[src/rtl/uart_pkg.sv]
// Shared UART package: TX/RX FSM state enum, oversample and data-length limits,
// and the helper that maps an arbitrary NBits request onto a legal frame length.
package uart_pkg;

   localparam int UART_OVERSAMPLE_DEF = 16;
   localparam int UART_NBITS_MIN      = 5;
   localparam int UART_NBITS_MAX      = 8;

   typedef enum logic [2:0] {
      IDLE,
      START,
      DATA,
      PARITY,
      STOP
   } uart_tx_state_t;

   // Out-of-range lengths fall back to a full byte.
   function automatic logic [3:0] uart_clamp_nbits(input logic [3:0] n);
      if (n >= 4'(UART_NBITS_MIN) && n <= 4'(UART_NBITS_MAX)) begin
         return n;
      end
      return 4'(UART_NBITS_MAX);
   endfunction

endpackage

[src/rtl/uart_tick_counter.sv]
// Oversample counter: counts Tick pulses 0..OVERSAMPLE-1 while enabled and
// pulses period_end on the Tick that wraps it.
// Ports: clk, rst_n (sync, active-low), clr (highest priority), en, tick, period_end.
import uart_pkg::*;

module uart_tick_counter #(
   parameter int OVERSAMPLE = UART_OVERSAMPLE_DEF
) (
   input  logic clk,
   input  logic rst_n,
   input  logic clr,
   input  logic en,
   input  logic tick,
   output logic period_end
);

   localparam int CW = (OVERSAMPLE > 1) ? $clog2(OVERSAMPLE) : 1;
   localparam logic [CW-1:0] LAST = CW'(OVERSAMPLE - 1);

   logic [CW-1:0] cnt_q;
   logic [CW-1:0] cnt_d;

   // clr wins over tick, so a Tick on the clearing edge is not counted.
   always_comb begin
      cnt_d      = cnt_q;
      period_end = 1'b0;
      if (clr) begin
         cnt_d = '0;
      end else if (en && tick) begin
         if (cnt_q == LAST) begin
            cnt_d      = '0;
            period_end = 1'b1;
         end else begin
            cnt_d = cnt_q + 1'b1;
         end
      end
   end

   always_ff @(posedge clk) begin
      if (!rst_n) begin
         cnt_q <= '0;
      end else begin
         cnt_q <= cnt_d;
      end
   end

endmodule

[src/rtl/uart_tx_framer.sv]
// UART transmit framer: start bit, 5..8 data bits LSB first, optional parity
// (compile with UART_TX_PARITY_EN), STOP_BITS stop bits, timed by a 16x Tick.
// Ports: Clk, Rst_n (sync, active-low), Tick, TxEn, NBits, TxData, TxValid,
//        TxReady, Tx, TxBusy, TxDone, ParityOdd (parity build only).
import uart_pkg::*;

module uart_tx_framer #(
   parameter int OVERSAMPLE = UART_OVERSAMPLE_DEF,
   parameter int STOP_BITS  = 1
) (
   input  logic       Clk,
   input  logic       Rst_n,
   input  logic       Tick,
   input  logic       TxEn,
   input  logic [3:0] NBits,
   input  logic [7:0] TxData,
   input  logic       TxValid,
   output logic       TxReady,
   output logic       Tx,
   output logic       TxBusy,
`ifdef UART_TX_PARITY_EN
   output logic       TxDone,
   input  logic       ParityOdd
`else
   output logic       TxDone
`endif
);

   uart_tx_state_t state_q, state_d;
   logic [7:0]     sh_q, sh_d;
   logic [3:0]     len_q, len_d;
   logic [3:0]     bit_q, bit_d;
   logic           tx_q, tx_d;
   logic           done_q, done_d;
   logic           accept;
   logic           period_end;
   logic [3:0]     len_c;

`ifdef UART_TX_PARITY_EN
   logic           par_q, par_d;
   logic [7:0]     par_mask;
`endif

   assign TxReady = (state_q == IDLE) && TxEn;
   assign TxBusy  = (state_q != IDLE);
   assign Tx      = tx_q;
   assign TxDone  = done_q;
   assign accept  = TxValid && TxReady;
   assign len_c   = uart_clamp_nbits(NBits);

`ifdef UART_TX_PARITY_EN
   // Only the bits that will actually be sent contribute to parity.
   assign par_mask = 8'hFF >> (4'd8 - len_c);
`endif

   uart_tick_counter #(
      .OVERSAMPLE(OVERSAMPLE)
   ) u_tick (
      .clk       (Clk),
      .rst_n     (Rst_n),
      .clr       (accept),
      .en        (TxBusy),
      .tick      (Tick),
      .period_end(period_end)
   );

   always_comb begin
      state_d = state_q;
      sh_d    = sh_q;
      len_d   = len_q;
      bit_d   = bit_q;
      done_d  = 1'b0;
`ifdef UART_TX_PARITY_EN
      par_d   = par_q;
`endif

      unique case (state_q)
         IDLE: begin
            if (accept) begin
               sh_d    = TxData;
               len_d   = len_c;
               bit_d   = '0;
`ifdef UART_TX_PARITY_EN
               par_d   = (^(TxData & par_mask)) ^ ParityOdd;
`endif
               state_d = START;
            end
         end
         START: begin
            if (period_end) begin
               bit_d   = '0;
               state_d = DATA;
            end
         end
         DATA: begin
            if (period_end) begin
               sh_d = {1'b0, sh_q[7:1]};
               if (bit_q == len_q - 4'd1) begin
                  bit_d = '0;
`ifdef UART_TX_PARITY_EN
                  state_d = PARITY;
`else
                  state_d = STOP;
`endif
               end else begin
                  bit_d = bit_q + 4'd1;
               end
            end
         end
`ifdef UART_TX_PARITY_EN
         PARITY: begin
            if (period_end) begin
               bit_d   = '0;
               state_d = STOP;
            end
         end
`endif
         STOP: begin
            if (period_end) begin
               if (bit_q == 4'(STOP_BITS - 1)) begin
                  bit_d   = '0;
                  done_d  = 1'b1;
                  state_d = IDLE;
               end else begin
                  bit_d = bit_q + 4'd1;
               end
            end
         end
         default: begin
            state_d = IDLE;
         end
      endcase

      // Line level is registered from the state being entered.
      tx_d = 1'b1;
      unique case (state_d)
         START:   tx_d = 1'b0;
         DATA:    tx_d = sh_d[0];
`ifdef UART_TX_PARITY_EN
         PARITY:  tx_d = par_q;
`endif
         default: tx_d = 1'b1;
      endcase
   end

   always_ff @(posedge Clk) begin
      if (!Rst_n) begin
         state_q <= IDLE;
         sh_q    <= '0;
         len_q   <= 4'(UART_NBITS_MAX);
         bit_q   <= '0;
         tx_q    <= 1'b1;
         done_q  <= 1'b0;
`ifdef UART_TX_PARITY_EN
         par_q   <= 1'b0;
`endif
      end else begin
         state_q <= state_d;
         sh_q    <= sh_d;
         len_q   <= len_d;
         bit_q   <= bit_d;
         tx_q    <= tx_d;
         done_q  <= done_d;
`ifdef UART_TX_PARITY_EN
         par_q   <= par_d;
`endif
      end
   end

endmodule

[config.mk]
export PLATFORM = sky130hd
export DESIGN_NAME = uart_tx_framer
export DESIGN_NICKNAME = d
export VERILOG_FILES = /design/src/rtl/uart_pkg.sv /design/src/rtl/uart_tick_counter.sv /design/src/rtl/uart_tx_framer.sv
export SDC_FILE = /design/constraint.sdc
export NUM_CORES = 1
export LEC_CHECK = 0
export ABC_AREA = 1
export BUFFER_PORTS_ARGS = -buffer_cell sky130_fd_sc_hd__buf_4
export CORE_ASPECT_RATIO = 1.25
export CORE_MARGIN = 2
export CORE_UTILIZATION = 45
export CTS_BUF_LIST = sky130_fd_sc_hd__clkbuf_16
export CTS_CLUSTER_SIZE = 16
export DETAILED_ROUTE_END_ITERATION = 8
export PLACE_DENSITY = 0.65
export SLEW_MARGIN = 5
export SYNTH_ARGS = -nofsm -noshare
export SYNTH_HDL_FRONTEND = slang
export SYNTH_HIERARCHICAL = 1
export SYNTH_SLANG_ARGS = --single-unit
[constraint.sdc]
create_clock -name Clk -period 2.46 [get_ports Clk]
set_input_delay 0.492 -clock Clk [delete_from_list [all_inputs] [get_ports Clk]]
set_output_delay 0.492 -clock Clk [all_outputs]
set_load 0.05 [all_outputs]
==> impl_metrics.toml <==
[synth]
seq_area_frac_synth_pct = 36.76
yosys.cell_types.count = 25
synth_ff_type = "dfxtp_1"
synthArstFlopShare_pct = 0
synth_edf_count = 0
ys_warn_count = 6
syn_inst = 200
syn_area_per_cell_um2 = 6.807
synthesis.area_mm2 = 0.001361
synth_fp_nets = 221
yosys_register_bits = 25

[cts]
cts.htree.levels = 1
postCtsSetupBuffers = 0
cts_buffers = 3
cts.clk_slew.worst_paths_ns = 0.06
hold_buffers = 0
cts_tree = "built"
cts_resized = 0
clockBufferDepth = 2
clock_sinks = 25
clk_latency_ns = 0.26
clock-root-buffer = "clkbuf_16"

[placed_design]
dp_hpwl_um = 2276
port_buffers = 20
routabilityCongestion = 0.7682
dpl_cell_area_mm2 = 0.001540

[cells_and_area]
fill_cells = 315
diodes = 0
layout_commonest_cell = "nand2_1"
layout_common_cells = "nand2_1 (64), dfxtp_1 (25), inv_1 (23), buf_4 (21), nand3_1 (19)"
multi_input_area_um2 = 737.0
design_area_mm2 = 0.001619
drive_gt1_share_pct = 17.94
area.growth.synth_to_final_pct = 18.93
fin_nets = 245
regArea_um2 = 500.5

[floorplan]
die_w_um = 53.20
die_area_mm2 = 0.003484
initial_core_util_pct = 46.66
core_mm2 = 0.002918
die_h_um = 65.50
design.portCount = 21
rows = 22

[pwr]
p_per_area_mw_per_mm2 = 596.9
ir_worst_vdd_mv = 0.3520
leakagePower_uw = 0.0007485

[worst_setup_path]
cp_common_cell = "nand2_4"
required_ns = 2.61
cp_cell_sequence = "inv_2 > nand2_4 > nor2_4 > nand2_4 > inv_4 > nor3_1 > buf_4 > o21ai_0 > nand2_1 > nand2_4 > nor2_2 > nand2_1 > nand2_2 > nor2_1"
max_stage_delay_ns = 0.40
critical_path_buf_inv_count = 3
worstPathMaxFanout = 14
crit_family = "simple AND/OR/NAND/NOR gates"
cp_slowest_cell = "dfxtp_1"
crit_arrival_ns = 2.16
path_class = "flop to flop"
startpoint_type = "flop"
end_kind = "flop"

[timing]
rsz0062_at_grt = "false"
fmax_mhz = 497.8
slew_violations = 0
clock_skew_ns = 0.002919
finalSetupTns_ns = 0
relSlewSlack_pct = 72.09
finalCriticalPeriod_ns = 2.009
worstMarginPinSlew_ns = 0.4182
finalCritPeriodShare_pct = 81.67
holdWs_ns = 0.4706
hold_viol_final = 0
finalSetupViolCount = 0

[grt]
grt_first_pass_wirelength_um = 4988
grt_pass1_vias = 1255
gr-total-overflow = 0
grt_max_degree = 15
antenna_found_initial = 0
grt_use_total_pct = 19.35

[run_status]
status = "finished, final reports clean"

[routing]
ant_nets = 0
drt-initial-drc-count = 25
wirelength_um = 2850
route.detailed.drc = 0
dr.pass1.iters = 4
avgRoutedWirePerCell_um = 11.00
routed_via_density = 5.054
via_count = 1309

[worst_hold_path]
min_path_type = "flop to flop"

[run]
drv_cap = 0
==> Yosys cell counts (3+ instances only) <==
master	n	area share, %
nor3_1	3	1.1
inv_2	3	0.83
ha_1	4	3.7
inv_1	22	6.1
nand2_2	4	1.8
nand3_1	19	7.0
nand2_1	64	18
nand2_4	4	3.3
dfxtp_1	25	37
nor2_1	18	5.0
a31oi_1	7	3.2
a21oi_1	6	2.2
o21ai_0	6	2.2
==> cell families after synthesis <==
| kind of cell | synth area share (%) |
|---|---|
| adders and majority gates | 3.677 |
| AOI/OAI and AO/OA | 9.099 |
| xor gates and xnor gates | 1.287 |
| DFF | 36.76 |
| and+or+nand+nor | 40.07 |
| buffers and inverters | 9.099 |
==> report_power, final <==
part / switching [µW] / internal, µW
Sequential: 15.1 / 425
Clock: 136 / 217
Combinational: 107 / 66.9
Total: 258 / 709
==> layer usage <==
layer  GRT usage (%)  part of all wire [%]  vias to the layer above
li1                -                     -                      686
met1           19.74                    42                      597
met2           35.94                    53                       20
met3           3.409                   3.2                        6
met5               0                     0                        -
met4           10.26                   2.2                        0
==> flip-flops by register name, summed over array words and instances, names as in the netlist <==
| register | cells |
|---|---|
| Tx | 1 |
| TxDone | 1 |
| len_q | 4 |
| state_q | 3 |
| sh_q | 8 |
| u_tick/cnt_q | 4 |
| bit_q | 4 |
==> final timing paths <==
| kind | startpoint | endpoint | slack, ns | cells after the start |
|---|---|---|---|---|
| worst max-delay path | state_q[2]$_SDFF_PN0_ | bit_q[1]$_SDFFE_PN0P_ | 0.45 | 14 |
| worst min register to register | sh_q[7]$_SDFFE_PN0P_ | sh_q[7]$_SDFFE_PN0P_ | 0.47 | 2 |
| worst min-delay path | sh_q[7]$_SDFFE_PN0P_ | sh_q[7]$_SDFFE_PN0P_ | 0.47 | 2 |
| worst max register to register | state_q[2]$_SDFF_PN0_ | bit_q[1]$_SDFFE_PN0P_ | 0.45 | 14 |
==> cell type report <==
type / count / share of cell area (%)
multi-input cells: 147 / 45.52
flip-flops and latches: 25 / 30.91
repair buffers: 21 / 9.737
inverters: 26 / 6.182
clock buffers: 3 / 4.637
well taps: 36 / 2.782
clock inverters: 1 / 0.2318
==> worst reg2reg max path, delay by kind of cell (launching register included) <==
| family | cells | cell delay, ns |
|---|---|---|
| simple gates | 10 | 1.04 |
| flops | 1 | 0.40 |
| buf+inv | 3 | 0.35 |
| compound gates | 1 | 0.08 |
==> through the flow <==
stage	utilization [%]	total power (µW)	worst slack, ns	instances
floorplan	-	573.6	0.1969	200
global placement	52.79	619.2	0.4607	255
detailed placement	52.79	623.9	0.3669	255
CTS	55.49	978.5	0.4484	259
global route	55.49	1014	0.2590	259
finish	55.49	966.5	0.4510	259
No activity file was read; power rests on OpenSTA's default activity.
